`src/rtl/keypad_reader.sv`:
```
// keypad_reader: scans the eight Game Boy buttons through an external 74HC165,
// debounces each one and presents an active-high key[7:0] vector.
// Bit map: 0 right, 1 left, 2 up, 3 down, 4 A, 5 B, 6 select, 7 start.
// Optional macro KEYPAD_SOCD_EN: when defined, opposing directions pressed
// together (right+left, up+down) are both reported released.
// Output pulses: key_changed and scan_done are single-cycle strobes with no
// back-pressure; they fire in the cycle key is (re)written after each scan.
module keypad_reader #(
  parameter int CLK_DIV     = 4,
  parameter int SCAN_PERIOD = 12000,
  parameter int DEBOUNCE    = 4
) (
  input  logic       clk,
  input  logic       rst,
  output logic       sr_load_n,
  output logic       sr_clk,
  input  logic       sr_data,
  output logic [7:0] key,
  output logic       key_changed,
  output logic       scan_done,
  output logic [1:0] dbg_state
);

  localparam int TW = $clog2(SCAN_PERIOD) + 1;
  localparam int DW = $clog2(CLK_DIV) + 1;
  localparam int CW = $clog2(DEBOUNCE) + 1;
  localparam logic [TW-1:0] TIMER_MAX = TW'(SCAN_PERIOD - 1);
  localparam logic [DW-1:0] DIV_MAX   = DW'(CLK_DIV - 1);
  localparam logic [CW-1:0] CNT_MAX   = CW'(DEBOUNCE - 1);

  typedef enum logic [1:0] {
    IDLE   = 2'd0,
    LOAD   = 2'd1,
    SHIFT  = 2'd2,
    UPDATE = 2'd3
  } state_t;

  state_t          r_state;
  logic [TW-1:0]   r_timer;
  logic [DW-1:0]   r_div;
  logic [2:0]      r_bit;
  logic            r_phase_hi;
  logic [7:0]      r_raw;
  logic [7:0]      r_deb;
  logic [CW-1:0]   r_cnt [8];

  logic [7:0]      w_deb_next;
  logic [7:0]      w_key_next;
  logic [CW-1:0]   w_cnt_next [8];

  assign dbg_state = r_state;

  // Per-bit debounce: a bit flips only after DEBOUNCE consecutive disagreeing scans.
  always_comb begin
    w_deb_next = r_deb;
    for (int i = 0; i < 8; i++) begin
      w_cnt_next[i] = '0;
      if (r_raw[i] != r_deb[i]) begin
        if (r_cnt[i] == CNT_MAX) begin
          w_deb_next[i] = r_raw[i];
        end else begin
          w_cnt_next[i] = r_cnt[i] + 1'b1;
        end
      end
    end
  end

  // Output cleaning of the debounced value (opposing directions cancel when enabled).
  always_comb begin
    w_key_next = w_deb_next;
`ifdef KEYPAD_SOCD_EN
    if (w_deb_next[0] && w_deb_next[1]) w_key_next[1:0] = 2'b00;
    if (w_deb_next[2] && w_deb_next[3]) w_key_next[3:2] = 2'b00;
`else
`endif
  end

  // Scan FSM: wait, parallel-load, clock out 8 bits, then commit debounced keys.
  always_ff @(posedge clk) begin
    if (!rst) begin
      r_state     <= IDLE;
      r_timer     <= '0;
      r_div       <= '0;
      r_bit       <= '0;
      r_phase_hi  <= 1'b0;
      r_raw       <= '0;
      r_deb       <= '0;
      for (int i = 0; i < 8; i++) r_cnt[i] <= '0;
      sr_load_n   <= 1'b1;
      sr_clk      <= 1'b0;
      key         <= '0;
      key_changed <= 1'b0;
      scan_done   <= 1'b0;
    end else begin
      key_changed <= 1'b0;
      scan_done   <= 1'b0;
      case (r_state)
        IDLE: begin
          sr_load_n <= 1'b1;
          sr_clk    <= 1'b0;
          if (r_timer == TIMER_MAX) begin
            r_timer   <= '0;
            r_div     <= '0;
            sr_load_n <= 1'b0;
            r_state   <= LOAD;
          end else begin
            r_timer <= r_timer + 1'b1;
          end
        end
        LOAD: begin
          // QH presents input H (start) once the load is released.
          if (r_div == DIV_MAX) begin
            r_div      <= '0;
            r_bit      <= '0;
            r_phase_hi <= 1'b0;
            sr_load_n  <= 1'b1;
            r_state    <= SHIFT;
          end else begin
            r_div <= r_div + 1'b1;
          end
        end
        SHIFT: begin
          if (r_div != DIV_MAX) begin
            r_div <= r_div + 1'b1;
          end else if (!r_phase_hi) begin
            // End of low phase: sample QH (active-low button), MSB first.
            r_div <= '0;
            r_raw <= {r_raw[6:0], ~sr_data};
            if (r_bit == 3'd7) begin
              r_state <= UPDATE;
            end else begin
              r_phase_hi <= 1'b1;
              sr_clk     <= 1'b1;
            end
          end else begin
            r_div      <= '0;
            r_phase_hi <= 1'b0;
            sr_clk     <= 1'b0;
            r_bit      <= r_bit + 1'b1;
          end
        end
        UPDATE: begin
          r_deb       <= w_deb_next;
          for (int i = 0; i < 8; i++) r_cnt[i] <= w_cnt_next[i];
          key         <= w_key_next;
          key_changed <= (w_key_next != key);
          scan_done   <= 1'b1;
          r_state     <= IDLE;
        end
        default: r_state <= IDLE;
      endcase
    end
  end

endmodule
```
`config.mk`:
```
export PLATFORM = sky130hd
export DESIGN_NAME = keypad_reader
export DESIGN_NICKNAME = d
export VERILOG_FILES = /design/src/rtl/keypad_reader.sv
export SDC_FILE = /design/constraint.sdc
export NUM_CORES = 1
export LEC_CHECK = 0
export BUFFER_PORTS_ARGS = -buffer_cell sky130_fd_sc_hd__buf_2
export CORE_MARGIN = 2
export CORE_UTILIZATION = 55
export DETAILED_ROUTE_END_ITERATION = 16
export PLACE_DENSITY = 0.76
export SYNTH_ARGS = -nofsm -noshare
export SYNTH_HDL_FRONTEND = slang
export SYNTH_SLANG_ARGS = --single-unit
```
`constraint.sdc`:
```
create_clock -name clk -period 2.1 [get_ports clk]
set_input_delay 0.315 -clock clk [delete_from_list [all_inputs] [get_ports clk]]
set_output_delay 0.315 -clock clk [all_outputs]
set_load 0.03 [all_outputs]
```
Word level (Yosys, flattened, before mapping)
Memory sizes are Yosys's and may differ from the RTL's.
Index checks and enable logic that the tools add are counted.

storage, ports and cells
  register bits after elaboration = 44
  RAM bits = 24
  input port bits = 3
  output and inout port bits = 14
  logic and storage cells = 149
  memories kept = 1

memories
  memory  depth  width  read ports  clocked after memory_dff  wr ports  line  source
  r_cnt   8      3      8           0                         8         45    logic [CW-1:0] r_cnt [8];

cells by class
  add/sub/neg operators = 11
  eq/ne operators = 31
  multiplexer cells = 71
  bitwise logic cells = 11
  reductions and logical operators = 13

operators with widths
  operator               number
  $mux 3                 30
  $add 3x1->3 const B    10
  $mux 1                 29
  $eq 3x2->1 const B     9
  $add 15x1->15 const B  1
  $eq 15x14->1 const B   1
  $mux 15                1
  $ne 2x2->1 const B     6
  $mux 2                 5
  $pmux 3 s3             1
  $reduce_and 3->1       3
  $ne 1x1->1             8
  $ne 8x8->1             1
  $or 1x1->1             8
  $pmux 2 s4             1
  $pmux 1 s2             3
  $pmux 3 s2             1
  $reduce_and 2->1       3
  $reduce_bool 2->1      3
  $reduce_and 5->1       1
  $eq 2x2->1 const B     2
  $reduce_and 4->1       1
  $eq 3x3->1 const B     1
  $ne 3x2->1 const B     1
  other kinds (5)        7

Depth between registers and ports, before layout
  depth in word-level cells = 5
  depth in mapped cells = 7

Least setup slack after synthesis
OpenSTA, ideal clock, no wires.

  path type = flip-flop to flip-flop
  start point = register r_state[1] (netlist: dbg_state[1])
  end point = memory r_cnt[0][0] (netlist name), enable pin
  setup time = 0.384 ns
  data arrival time = 1.963 ns
  path slack = -0.247 ns
  cell stages (with the launch flop) = 5
  path buffers = 2
  path through = dfxtp_1 > ha_1 > clkbuf_1 > clkbuf_1 > nand2b_1

RTL lines
  what                      line  source
  start: declaration        38    state_t r_state;
  start signal: assignment  81    r_state <= IDLE;
  start signal: assignment  105   r_state <= LOAD;
  start signal: assignment  117   r_state <= SHIFT;
  end: declaration          45

Worst setup path after layout
  start point = register r_timer[0]
  end point = register r_state[0] (netlist: dbg_state[0])

between the ends
  cells in the longest elaborated chain, start to end = 3

RTL lines
  what                        line  source
  start: declaration          39    logic [TW-1:0] r_timer;
  start signal: assignment    107   r_timer <= r_timer + 1'b1;
  $eq 15x14->1                101   if (r_timer == TIMER_MAX) begin
  $ne 2x2->1 (no line)        --
  $reduce_and 5->1 (no line)  --
  end signal: assignment      105
  end signal: assignment      117
  end signal: assignment      130   r_state <= UPDATE;

No other way between the ends.
A chain may end at the register's enable or synchronous reset.

==> metrics.cfg <==
[outcome]
status=finished clean

[route]
dr.pass1.iters=4
avgRoutedWirePerCell_microns=13.6
drc=0
antenna_left=0
drt_iter0_markers=232
viasPerCell=5.52
vias=2521
routed_wl_mm=6.20

[power_and_ir_drop]
cellPowerDensity_mw_per_mm2=749
p_leak_nw=1.49
power_mw=2.79
ir_drop_mv=0.427

[yosys]
yosysTopAreaCell=dfxtp_1
avgSynthCellArea_sq_um=9.54
syn_inst=354
syn_nets=382
synth_ff_type=dfxtp_1
yosysMostFrequentCell=nand2_1
synth_common_cells=nand2_1, dfxtp_1, nor2_1
yosys-top-cells-area=dfxtp_1, edfxtp_1, ha_1
synthDistinctLibCells=50
syn_area_sq_mm=0.00338
yosys_warnings=0
yosysSeqAreaShare_pct=47.4
synth_top_area_share_pct=26.1
ys_async_sr_fraction_pct=0
synth_edf_count=24
ys_seq_elements=68

[sta]
fin_ws_ps=173
finalSetupTns_ps=0
hold_viol_final=0
hold_slack_ps=182
fin_crit_sh_pct=91.8
slew-limit-headroom_pct=66.6
setup_viol_count_final=0
drv_slew=0
period_minus_slack_ps=1930
finalClockSkew_ps=11.6
fmaxAchievable_mhz=519
worst_pin_slew_ps=495
rsz0062_at_grt=false

[layout]
layout.nets=405
stdcell_area_sq_mm=0.00372
diodes=0
drive_gt1_share_pct=14.1
fin_util_pct=62.9
area_growth_pct=10.3
fin_cells=457
fillers=482

[global_routing]
grt_pass1_vias=2360
grt_use_total_pct=20.4
antenna_found_initial=0
gr-total-overflow=0
grt_max_degree=26
grt_pass1_wl_mm=10.6

[min_path]
hold_class=in2reg
whs_endpoint=r_raw[0]$_SDFFE_PN0P_
min_from=sr_data
whs_path_depth=2

[die]
num_io_pins=17
floorplan.initialDensity_pct=57.0
die_area_sq_mm=0.00678
die_h_microns=82.4
rows=28
coreArea_sq_mm=0.00592
die_x_microns=82.4

[clock_tree]
clock_path_buffers=2
clock_sinks=68
path_clk_slew_ps=70
clock_latency_ps=340
htreeDepth=3
numCtsBuffers=9
clock-root-buffer=clkbuf_8
cts_setup_buffers=0
tritoncts=built

[setup_path]
worst-r2r-cell-count=5
setup.worst_path.class=reg2reg
arrival_ps=2180
r2r_end=dbg_state[0]$_SDFFE_PN0P_
end_kind=flip-flop
cpPeakStageDelay_ps=470
crit_required_ps=2350
r2r_start=r_timer[0]$_SDFFE_PN0P_
crit_chain=ha_1 -> nand4bb_1 -> o41ai_4 -> nand3_2 -> a221oi_2
worst_path_max_delay_cell=o41ai_4
path_max_fanout=7
start_kind=flip-flop
r2r_slack_ps=170

[placement]
hpwl_mm=4.41
dp.cells=441
io_buffer_count=16
post-place-ws_ps=144
gp_congestion=0.918
dpl-instance-area_sq_mm=0.00353

[run]
maxCapViolCount=0

-- cell type report --
class	count	area (sq um)	share of cell area (%)
Clock buffer	10	128	3.43
Clock inverter	6	56.3	1.51
Inverter	25	93.8	2.52
Multi-Input combinational cell	249	1610	43.3
Sequential cell	68	1600	43.0
Tap cell	75	93.8	2.52
Timing Repair Buffer	24	140	3.76
-- critical path, delay by kind of cell, from the launching register on --
family	cells	cell delay, ps
adders and majority gates	1	320
DFF	1	430
and+or+nand+nor	2	350
AOI/OAI and AO/OA	2	750
-- power by group --
part / switching, mW / internal (mW)
registers: 0.0497 / 1.40
logic: 0.192 / 0.125
clock network: 0.480 / 0.538
total: 0.722 / 2.07
-- routing by layer --
layer  share of wire (%)  global-route usage, %
met3                 4.4                   3.26
met2                  48                   33.7
met4                 1.8                   9.33
met5                   0                      0
met1                  45                   26.4
-- sequential cells by signal, summed over array words and instances, names as in the netlist --
signal,cells
dbg_state,2
key_changed,1
r_bit,3
r_cnt,24
r_deb,8
r_div,3
r_phase_hi,1
r_raw,8
r_timer,15
scan_done,1
sr_clk,1
sr_load_n,1
-- layout by cell type (no fill, tap or decap), types with 3 or more instances in the layout --
cell type  count
nand3_1       14
buf_2         16
or3_1          4
nand3b_1       4
nor3_1         3
ha_1          24
nor2_1        39
o31ai_1        3
and3_1         5
dfxtp_1       44
or2_2          3
clkbuf_8       9
xnor2_1        6
clkinv_1       3
nor2b_1        5
a31oi_1        3
edfxtp_1      24
clkinv_2       3
xor2_1        11
a21oi_1       26
nand2_1       48
mux2i_1        3
nand4_1        6
buf_4          8
nand4bb_1      3
o21ai_0       10
inv_1         23
-- logic make-up (layout without fill, tap and decap cells) --
group           Yosys count  in the layout  synth area share, %
compound gates           53             53                 10.1
buf+inv                  37             65                 5.34
simple gates            151            151                 22.6
fa+ha+maj                25             25                 9.26
xor+xnor                 17             17                 4.41
mux                       3              3                0.889
flops                    68             68                 47.4
-- how the worst max path moves through the flow --
| stage | start | endpoint | slack, ps |
|---|---|---|---|
| 3_5_place_dp | r_timer[0]$_SDFFE_PN0P_ | dbg_state[0]$_SDFFE_PN0P_ | 140 |
| 4_1_cts | r_timer[0]$_SDFFE_PN0P_ | dbg_state[0]$_SDFFE_PN0P_ | 110 |
| 3_3_place_gp | dbg_state[0]$_SDFFE_PN0P_ | r_timer[5]$_SDFFE_PN0P_ | 230 |
| 6_report | r_timer[0]$_SDFFE_PN0P_ | dbg_state[0]$_SDFFE_PN0P_ | 170 |
| 2_1_floorplan | dbg_state[1]$_SDFFE_PN0P_ | r_cnt[0][0]$_SDFFCE_PP0P_ | 9 |
| 5_1_grt | r_timer[0]$_SDFFE_PN0P_ | dbg_state[0]$_SDFFE_PN0P_ | 8 |
-- what timing repair did --
item | in CTS | in global routing
resized for setup | 0 | 2
endpoints found under the setup margin | 0 | 1
hold buffers | 0 | 0
No activity file was read; power rests on OpenSTA's default activity.
